--- src/rtl/win_parity_pkg.sv ---
// Shared types and default sizing for the windowed-parity scheduler.
// Holds the FSM state encoding and the default lane count / window length.
package win_parity_pkg;

  localparam int DEF_LANES = 4;
  localparam int DEF_WIN   = 3;

  typedef enum logic [1:0] {
    IDLE    = 2'd0,
    COLLECT = 2'd1,
    HOLD    = 2'd2
  } state_t;

endpackage

--- src/rtl/rr_arbiter.sv ---
// Combinational round-robin picker: scans lanes starting at rr and grants
// the first requester it meets, producing a one-hot (or all-zero) grant.
module rr_arbiter
  import win_parity_pkg::*;
#(
  parameter  int LANES = DEF_LANES,
  localparam int ID_W  = $clog2(LANES)
) (
  input  logic [LANES-1:0] req,
  input  logic [ID_W-1:0]  rr,
  output logic [LANES-1:0] grant
);

  logic            found;
  logic [ID_W-1:0] idx;

  always_comb begin
    grant = '0;
    found = 1'b0;
    idx   = '0;
    for (int i = 0; i < LANES; i++) begin
      idx = ID_W'((int'(rr) + i) % LANES);
      if (!found && req[idx]) begin
        grant[idx] = 1'b1;
        found      = 1'b1;
      end
    end
  end

endmodule

--- src/rtl/win_parity_sched.sv ---
// Round-robin scheduler that grants one serial lane, XORs WIN of its bits and
// holds the parity until consumed. Define WIN_PARITY_SCHED_ABORT_EN to abandon
// a window when the winner withdraws its request during collection.
module win_parity_sched
  import win_parity_pkg::*;
#(
  parameter  int LANES = DEF_LANES,
  parameter  int WIN   = DEF_WIN,
  localparam int ID_W  = $clog2(LANES)
) (
  input  logic             clk,
  input  logic             rst,
  input  logic [LANES-1:0] req,
  input  logic [LANES-1:0] dat,
  output logic [LANES-1:0] gnt,
  output logic             busy,
  output logic             res_valid,
  output logic             res_par,
  output logic [ID_W-1:0]  res_lane,
  input  logic             res_ready
);

  localparam int CNT_W = $clog2(WIN + 1);

  state_t           state, state_nxt;
  logic [LANES-1:0] gnt_nxt;
  logic [ID_W-1:0]  lane_nxt;
  logic             par_nxt;
  logic             valid_nxt;
  logic [CNT_W-1:0] cnt, cnt_nxt;
  logic [ID_W-1:0]  rr, rr_nxt;
  logic [LANES-1:0] arb_grant;
  logic [ID_W-1:0]  arb_idx;
  logic             abort;

  rr_arbiter #(.LANES(LANES)) u_arb (
    .req   (req),
    .rr    (rr),
    .grant (arb_grant)
  );

  always_comb begin
    arb_idx = '0;
    for (int j = 0; j < LANES; j++) begin
      if (arb_grant[j]) arb_idx = ID_W'(j);
    end
  end

`ifdef WIN_PARITY_SCHED_ABORT_EN
  assign abort = (state == COLLECT) && !req[res_lane];
`else
  assign abort = 1'b0;
`endif

  assign busy = (state != IDLE);

  // res_par doubles as the running accumulator and res_lane as the winner index,
  // so the result is already in place when HOLD is entered.
  always_comb begin
    state_nxt = state;
    gnt_nxt   = gnt;
    lane_nxt  = res_lane;
    par_nxt   = res_par;
    valid_nxt = res_valid;
    cnt_nxt   = cnt;
    rr_nxt    = rr;
    case (state)
      IDLE: begin
        gnt_nxt = '0;
        if (|req) begin
          gnt_nxt   = arb_grant;
          lane_nxt  = arb_idx;
          par_nxt   = 1'b0;
          cnt_nxt   = '0;
          state_nxt = COLLECT;
        end
      end
      COLLECT: begin
        if (abort) begin
          gnt_nxt   = '0;
          par_nxt   = 1'b0;
          cnt_nxt   = '0;
          state_nxt = IDLE;
        end else begin
          par_nxt = res_par ^ dat[res_lane];
          cnt_nxt = cnt + CNT_W'(1);
          if (cnt == CNT_W'(WIN - 1)) begin
            gnt_nxt   = '0;
            valid_nxt = 1'b1;
            state_nxt = HOLD;
          end
        end
      end
      HOLD: begin
        gnt_nxt = '0;
        if (res_ready) begin
          valid_nxt = 1'b0;
          rr_nxt    = (res_lane == ID_W'(LANES - 1)) ? '0 : res_lane + ID_W'(1);
          state_nxt = IDLE;
        end
      end
      default: begin
        gnt_nxt   = '0;
        valid_nxt = 1'b0;
        state_nxt = IDLE;
      end
    endcase
  end

  always_ff @(posedge clk or posedge rst) begin
    if (rst) begin
      state     <= IDLE;
      gnt       <= '0;
      res_lane  <= '0;
      res_par   <= 1'b0;
      res_valid <= 1'b0;
      cnt       <= '0;
      rr        <= '0;
    end else begin
      state     <= state_nxt;
      gnt       <= gnt_nxt;
      res_lane  <= lane_nxt;
      res_par   <= par_nxt;
      res_valid <= valid_nxt;
      cnt       <= cnt_nxt;
      rr        <= rr_nxt;
    end
  end

  a_gnt_onehot: assert property (@(posedge clk) disable iff (rst) $onehot0(gnt));
  a_gnt_collect_only: assert property (@(posedge clk) disable iff (rst)
    (state != COLLECT) |-> (gnt == '0));
  a_valid_in_hold: assert property (@(posedge clk) disable iff (rst)
    res_valid == (state == HOLD));
  a_hold_stable: assert property (@(posedge clk) disable iff (rst)
    (state == HOLD && !res_ready) |=> (res_valid && $stable(res_par) && $stable(res_lane)));

endmodule

--- config.mk ---
export PLATFORM = sky130hd
export DESIGN_NAME = win_parity_sched
export DESIGN_NICKNAME = d
export VERILOG_FILES = /design/src/rtl/win_parity_pkg.sv /design/src/rtl/rr_arbiter.sv /design/src/rtl/win_parity_sched.sv
export SDC_FILE = /design/constraint.sdc
export NUM_CORES = 1
export LEC_CHECK = 0
export CORE_MARGIN = 5
export CORE_UTILIZATION = 50
export CTS_CLUSTER_SIZE = 40
export DETAILED_ROUTE_END_ITERATION = 8
export DONT_BUFFER_PORTS = 1
export PLACE_DENSITY_LB_ADDON = 0.3
export SLEW_MARGIN = 10
export SYNTH_ARGS = -nofsm -noshare
export SYNTH_HDL_FRONTEND = slang
export SYNTH_SLANG_ARGS = --single-unit
export TNS_END_PERCENT = 1
--- constraint.sdc ---
create_clock -name clk -period 3.3 [get_ports clk]
set_input_delay 0.66 -clock clk [delete_from_list [all_inputs] [get_ports clk]]
set_output_delay 0.66 -clock clk [all_outputs]
set_load 0.05 [all_outputs]
==> results of run 1 <==
## worst paths after layout
| kind | from | endpoint | slack [ns] | depth (start not counted) |
|---|---|---|---|---|
| worst max-delay path | rr[0] | res_lane[1] | 0.72 | 8 |
| worst min-delay path | rst | state[1] | 0.30 | 1 |
| worst max register to register | rr[0] | res_lane[1] | 0.72 | 8 |
| worst min register to register | cnt[0] | cnt[0] | 0.52 | 1 |
| max in group asynchronous | rst | rr[0] | 2.65 | 1 |
| min in group clk | cnt[0] | cnt[0] | 0.52 | 1 |
## cells in the mapped netlist, drive strengths merged (2+ instances only)
cell type / count
a221oi: 2
mux4: 3
a21oi: 2
nand3b: 2
nor3b: 3
a32oi: 2
dfrtp: 14
nand2b: 2
ha: 8
nor2b: 3
a22o: 2
a211oi: 2
nand2: 15
buf: 4
or2: 2
a221o: 2
o21ai: 14
nand3: 2
nor2: 10
and3b: 2
inv: 5
## where the power goes
| part | total [W] | internal (W) | switching [W] | leakage, nW |
|---|---|---|---|---|
| Combinational | 0.000558 | 0.000241 | 0.000317 | 0.245 |
| Sequential | 0.000466 | 0.000244 | 0.000222 | 0.175 |
| Clock | 0.000122 | 0.0000671 | 0.0000551 | 0.0210 |
## cell families (layout without fill, tap and decap cells)
group                      Yosys count  count (layout)  share of synthesized area [%]
xor gates and xnor gates             1               1                         0.8538
and+or+nand+nor                     45              45                          23.41
AOI/OAI and AO/OA                   29              29                          18.90
buffers and inverters                9               9                          5.244
muxes                                4               4                          7.682
adders and majority gates            8               8                          9.756
DFF                                 14              14                          34.15
## final cells by class
cell class,count,share of cell area (%)
inverters,5,1.769
well taps,27,3.184
flip-flops and latches,14,33.02
clock buffers,4,3.420
multi-input cells,87,58.61
## per-layer routing
metal | vias up | global-route usage [%] | wire length (microns)
met5 | - | 0 | 0
met4 | 0 | 2.083 | 0
met3 | 0 | 5.128 | 110
met2 | 22 | 26.69 | 1111
met1 | 388 | 18.37 | 936
li1 | 402 | - | -
## flip-flops by register name, indices dropped and copies added, names as in the netlist
register and cells:
gnt 4, state 2, res_valid 1, cnt 2, res_lane 2, res_par 1, rr 2
## cell usage in the layout (no fill, tap or decap)
cell type / instances
nor2b_1: 3
o21ai_1: 2
a211oi_2: 1
dfrtp_1: 14
clkbuf_8: 1
a221oi_1: 2
clkbuf_4: 3
o21ai_0: 12
mux2_2: 1
nand4b_1: 1
nor2_1: 10
and4bb_2: 1
nor3b_1: 3
or2_2: 2
mux4_2: 3
o31ai_1: 1
inv_1: 5
a221o_1: 2
a22o_1: 1
nand2b_1: 2
ha_1: 8
a211oi_1: 1
or2b_1: 1
nand3b_1: 2
xnor2_1: 1
a22o_2: 1
o22ai_1: 1
a21oi_1: 2
a31oi_1: 1
and3b_2: 2
nand2_1: 15
nand3_1: 2
a32oi_1: 2
nor4_1: 1
## per-stage QoR
step / hold slack [ns] / worst slack [ns] / util, %
5_1_grt: 0.3435 / 0.4702 / 54.08
2_1_floorplan: 0.4609 / 1.119 / -
6_report: 0.2966 / 0.7237 / 54.08
4_1_cts: 0.3106 / 0.7269 / 54.08
3_5_place_dp: 0.4992 / 0.7537 / 52.23
3_3_place_gp: 0.4834 / 0.8317 / 52.23
## worst register-to-register path, delay by kind of cell, from the launching register on
kind            cells  cell delay, ns
simple gates        3            0.59
flops               1            0.61
fa+ha+maj           1            0.41
buf+inv             1            0.16
compound gates      3            0.69
==> flow_metrics.py, run 1 <==
metrics = {
    "run_status": {
        "status": "complete, no violations",
    },
    "worst_setup_path": {
        "cpMaxStageDelayCell": "dfrtp_1",
        "critPathRequiredTime_ns": 3.46,
        "critPathMaxFanout": 14,
        "path_buf_inv": 1,
        "slowest_delay_ns": 0.61,
        "endpoint_kind": "flip-flop",
        "path_cells": "inv_1, ha_1, and4bb_2, a32oi_1, o21ai_0, a221oi_1, nor3b_1, nor2_1",
        "start_kind": "flip-flop",
        "critPathArrivalTime_ns": 2.74,
        "crit_family": "compound AO/OA/AOI/OAI gates",
        "criticalPathCategory": "reg -> reg",
    },
    "worst_hold_path": {
        "hp-class": "in -> async",
    },
    "placed_design": {
        "dpl.hpwl_microns": 1695,
        "port_buffers": 0,
        "place_congestion": 0.8131,
        "dp_cells": 133,
        "placed_area_sq_um": 1025,
    },
    "logic_synthesis": {
        "synth_enable_flop_cells": 0,
        "ys_ff_latch": 14,
        "yosys-top-cells-area": "dfrtp_1 (34%), ha_1 (9.8%), mux4_2 (6.6%)",
        "synth-async-reset-ratio_pct": 100.0,
        "yosysUniqueCellTypes": 35,
        "syn-num-nets": 129,
        "yosys_warnings": 0,
        "synthCells": 110,
        "avgSynthCellArea_sq_um": 9.327,
        "ys.flop_type": "dfrtp_1",
        "synth_area_sq_um": 1026,
        "synth_top_area_share_pct": 34.15,
        "ys_seq_area_share_pct": 34.15,
        "synth_largest_area_cell": "dfrtp_1",
    },
    "cells_and_area": {
        "design_area_sq_um": 1061,
        "multiInputGateArea_sq_um": 621.8,
        "fillers": 189,
        "finalNetCount": 130,
        "final_layout_size_suffix_gt1_share_pct": 13.64,
        "n_antenna_cell": 0,
        "layoutNonFillerInstCount": 137,
        "syn2layout_area_growth_pct": 3.415,
        "register_area_sq_um": 350.3,
    },
    "sta": {
        "tns_ns": 0,
        "finalHoldViolCount": 0,
        "fin_crit_sh_pct": 78.07,
        "setup_viol": 0,
        "rsz0062_at_grt": "no",
        "min_period_ns": 2.576,
        "worst_pin_slew_ns": 0.6120,
        "skew_ns": 0.004169,
        "max_slew_margin_pct": 59.20,
        "maxSlewViolCount": 0,
        "max_freq_mhz": 388.2,
    },
    "floorplan": {
        "rows": 16,
        "io_pins": 20,
        "start_util_pct": 52.30,
        "dieArea_sq_um": 3058,
        "die_h_microns": 55.30,
        "core_sq_um": 1962,
        "die_w_microns": 55.30,
    },
    "clock_tree": {
        "cts_buffers": 3,
        "cts_buffer_depth": 2,
        "cts_root_buf": "clkbuf_4",
        "htree_levels": 1,
        "cts_tree": "done",
        "post_cts_buffers": 0,
        "path_clk_slew_ns": 0.08,
        "cts_num_sinks": 14,
        "cts-resized-gates": 0,
        "worstSkewPairLatency_ns": 0.28,
        "cts-hold-fix-buffers": 0,
    },
    "global_route": {
        "grt_antenna_before_repair": 0,
        "grt_max_degree": 15,
        "track_usage_pct": 15.21,
        "grt_overflow": 0,
        "grt_pass1_vias": 810,
        "grt_pass1_wl_microns": 3808,
    },
    "detailed_routing": {
        "drc": 0,
        "ant_nets": 0,
        "vias_per_cell": 5.927,
        "drt_iter0_drc": 24,
        "num_vias": 812,
        "drt-wirelength-per-cell_microns": 15.75,
        "drt-pass1-iter-count": 4,
        "wirelength_microns": 2158,
    },
    "power_and_ir_drop": {
        "p_leak_nw": 0.4410,
        "total_power_w": 0.001146,
        "p_per_area_nw_per_um2": 1080,
        "ir_drop_v": 0.0004547,
    },
    "job": {
        "drv_cap": 0,
    },
}
(Power assumes the default switching activity.)
==> run 2, diff against run 1 <==
==> constraint.sdc (replaced) <==
create_clock -name clk -period 2.7 [get_ports clk]
set_input_delay 0.54 -clock clk [delete_from_list [all_inputs] [get_ports clk]]
set_output_delay 0.54 -clock clk [all_outputs]
set_load 0.05 [all_outputs]
==> run 2 against run 1 <==
  * Combinational power grew 38%
  * Final area rose by 1.4%
  * Utilization increased by 0.77 points
  * Via count up 5.4%
  * Final cell count rose by 1.5%
  * Critical endpoint unchanged
==> flow_metrics.py, run 2 (synthesis gave the netlist of run 1 again) <==
metrics = {
    "run_status": {
        "status": "complete, no violations",
    },
    "floorplan": {
        "dieArea_sq_um": 3058,
        "core_sq_um": 1962,
        "start_util_pct": 52.30,
        "rows": 16,
        "io_pins": 20,
        "die_w_microns": 55.30,
        "die_h_microns": 55.30,
    },
    "sta": {
        "fin_ws_ns": 0.2625,
        "setup_viol": 0,
        "fin_crit_sh_pct": 90.28,
        "worst_pin_slew_ns": 0.5582,
        "tns_ns": 0,
        "skew_ns": 0.008265,
        "max_slew_margin_pct": 62.79,
        "finalHoldViolCount": 0,
        "min_period_ns": 2.438,
        "holdWs_ns": 0.1725,
        "maxSlewViolCount": 0,
        "rsz0062_at_grt": "no",
        "max_freq_mhz": 410.2,
    },
    "detailed_routing": {
        "wirelength_microns": 2237,
        "num_vias": 856,
        "drt_iter0_drc": 27,
        "drc": 0,
        "drt-wirelength-per-cell_microns": 16.09,
        "ant_nets": 0,
        "drt-pass1-iter-count": 4,
        "vias_per_cell": 6.158,
    },
    "cells_and_area": {
        "fillers": 186,
        "final_core_util_pct": 54.85,
        "final_common_cell": "nand2_1",
        "largest_reg_flops": 4,
        "top_register": "gnt",
        "most-common-layout-cells": "nand2_1 (15), dfrtp_1 (14), o21ai_0 (12)",
        "finalNetCount": 132,
        "final_layout_size_suffix_gt1_share_pct": 15.18,
        "syn2layout_area_growth_pct": 4.878,
        "n_antenna_cell": 0,
    },
    "placed_design": {
        "dpl.hpwl_microns": 1721,
        "pre_cts_ws_ns": 0.2658,
        "place_congestion": 0.8322,
        "port_buffers": 0,
    },
    "clock_tree": {
        "cts_buffers": 3,
        "post_cts_buffers": 0,
        "cts-hold-fix-buffers": 0,
        "cts_tree": "done",
        "cts_root_buf": "clkbuf_4",
        "cts_num_sinks": 14,
        "cts_buffer_depth": 2,
        "htree_levels": 1,
        "worstSkewPairLatency_ns": 0.28,
        "cts-resized-gates": 0,
        "path_clk_slew_ns": 0.09,
    },
    "worst_setup_path": {
        "path_cells": "inv_1, ha_1, and4bb_2, a32oi_1, o21ai_0, a221oi_1, nor3b_1, nor2_1",
        "start_kind": "flip-flop",
        "cpMaxStageDelayCell": "dfrtp_1",
        "slowest_delay_ns": 0.47,
        "critPathRequiredTime_ns": 2.86,
        "r2r_end": "res_lane[1]",
        "criticalPathCategory": "reg -> reg",
        "regToRegSetupSlack_ns": 0.26,
        "timing.rr.start": "rr[1]",
        "rr_worst_depth": 8,
        "endpoint_kind": "flip-flop",
        "critPathLaunch": "rr[1]",
        "critPathArrivalTime_ns": 2.60,
        "critPathMaxFanout": 7,
    },
    "power_and_ir_drop": {
        "total_power_w": 0.001433,
        "clkPwrFrac_pct": 10.5,
        "switchingPower_w": 0.0007359,
        "p_leak_nw": 0.4510,
        "sw_frac_of_total_pct": 51.34,
        "p_per_area_nw_per_um2": 1332,
        "p_seq_share_pct": 35.6,
        "pwr-share-comb_pct": 53.9,
        "p_int_w": 0.0006976,
        "ir_drop_v": 0.0007175,
    },
    "global_route": {
        "track_usage_pct": 15.04,
        "grt_antenna_before_repair": 0,
        "grt_overflow": 0,
        "grt_pass1_wl_microns": 3753,
        "grt_pass1_vias": 796,
        "grt_max_degree": 15,
    },
    "job": {
        "drv_cap": 0,
    },
    "worst_hold_path": {
        "hp-class": "in -> async",
    },
}
run 2: changes by cell type in the layout (fill, tap and decap cells not counted), sizes merged:
cell / delta
buf: +2
run 2: how the worst max path moves through the flow:
stage             endpoint  slack [ns]  cells after the start
3_3_place_gp   res_lane[1]        0.39                      8
3_5_place_dp   res_lane[1]        0.27                      8
5_1_grt        res_lane[1]        0.04                      8
6_report       res_lane[1]        0.26                      8
4_1_cts        res_lane[1]        0.25                      8
2_1_floorplan  res_lane[1]        0.52                      9
run 2: worst max-delay path, delay by kind of cell, from the launching register on:
family	cells	cell delay, ns
AOI/OAI and AO/OA	3	0.74
adders and majority gates	1	0.40
buffers and inverters	1	0.14
DFF	1	0.47
and+or+nand+nor	3	0.59
run 2: cell type report:
cell class / instances / area, sq um / area share [%]
clock buffer: 4 / 36.28 / 3.372
timing repair buffer: 2 / 15.01 / 1.395
sequential: 14 / 350.3 / 32.56
multi-input combinational: 87 / 621.8 / 57.79
tap: 27 / 33.78 / 3.140
inverter: 5 / 18.77 / 1.744
run 2: metrics by stage:
stage	area (sq um)	std cells
4_1_cts	1076	139
3_5_place_dp	1040	135
6_report	1076	139
5_1_grt	1076	139
2_1_floorplan	1026	110
3_3_place_gp	1040	135
run 2: power groups by stage:
stage	clock network, W	registers, W	logic [W]
after floorplan	0	0.000531	0.000596
after global placement	0	0.000511	0.000743
after detailed placement	0	0.000516	0.000775
after CTS	0.000155	0.000512	0.000778
after global routing	0.000165	0.000524	0.000878
final	0.000150	0.000511	0.000772
run 2: metal layers:
layer	GRT usage (%)	vias up	share of wire [%]	wire [microns]
met3	6.760	0	8.1	182
met2	23.65	34	50	1129
met1	18.89	418	41	925
met5	0	-	0	0
li1	-	404	-	-
met4	3.472	0	0	0
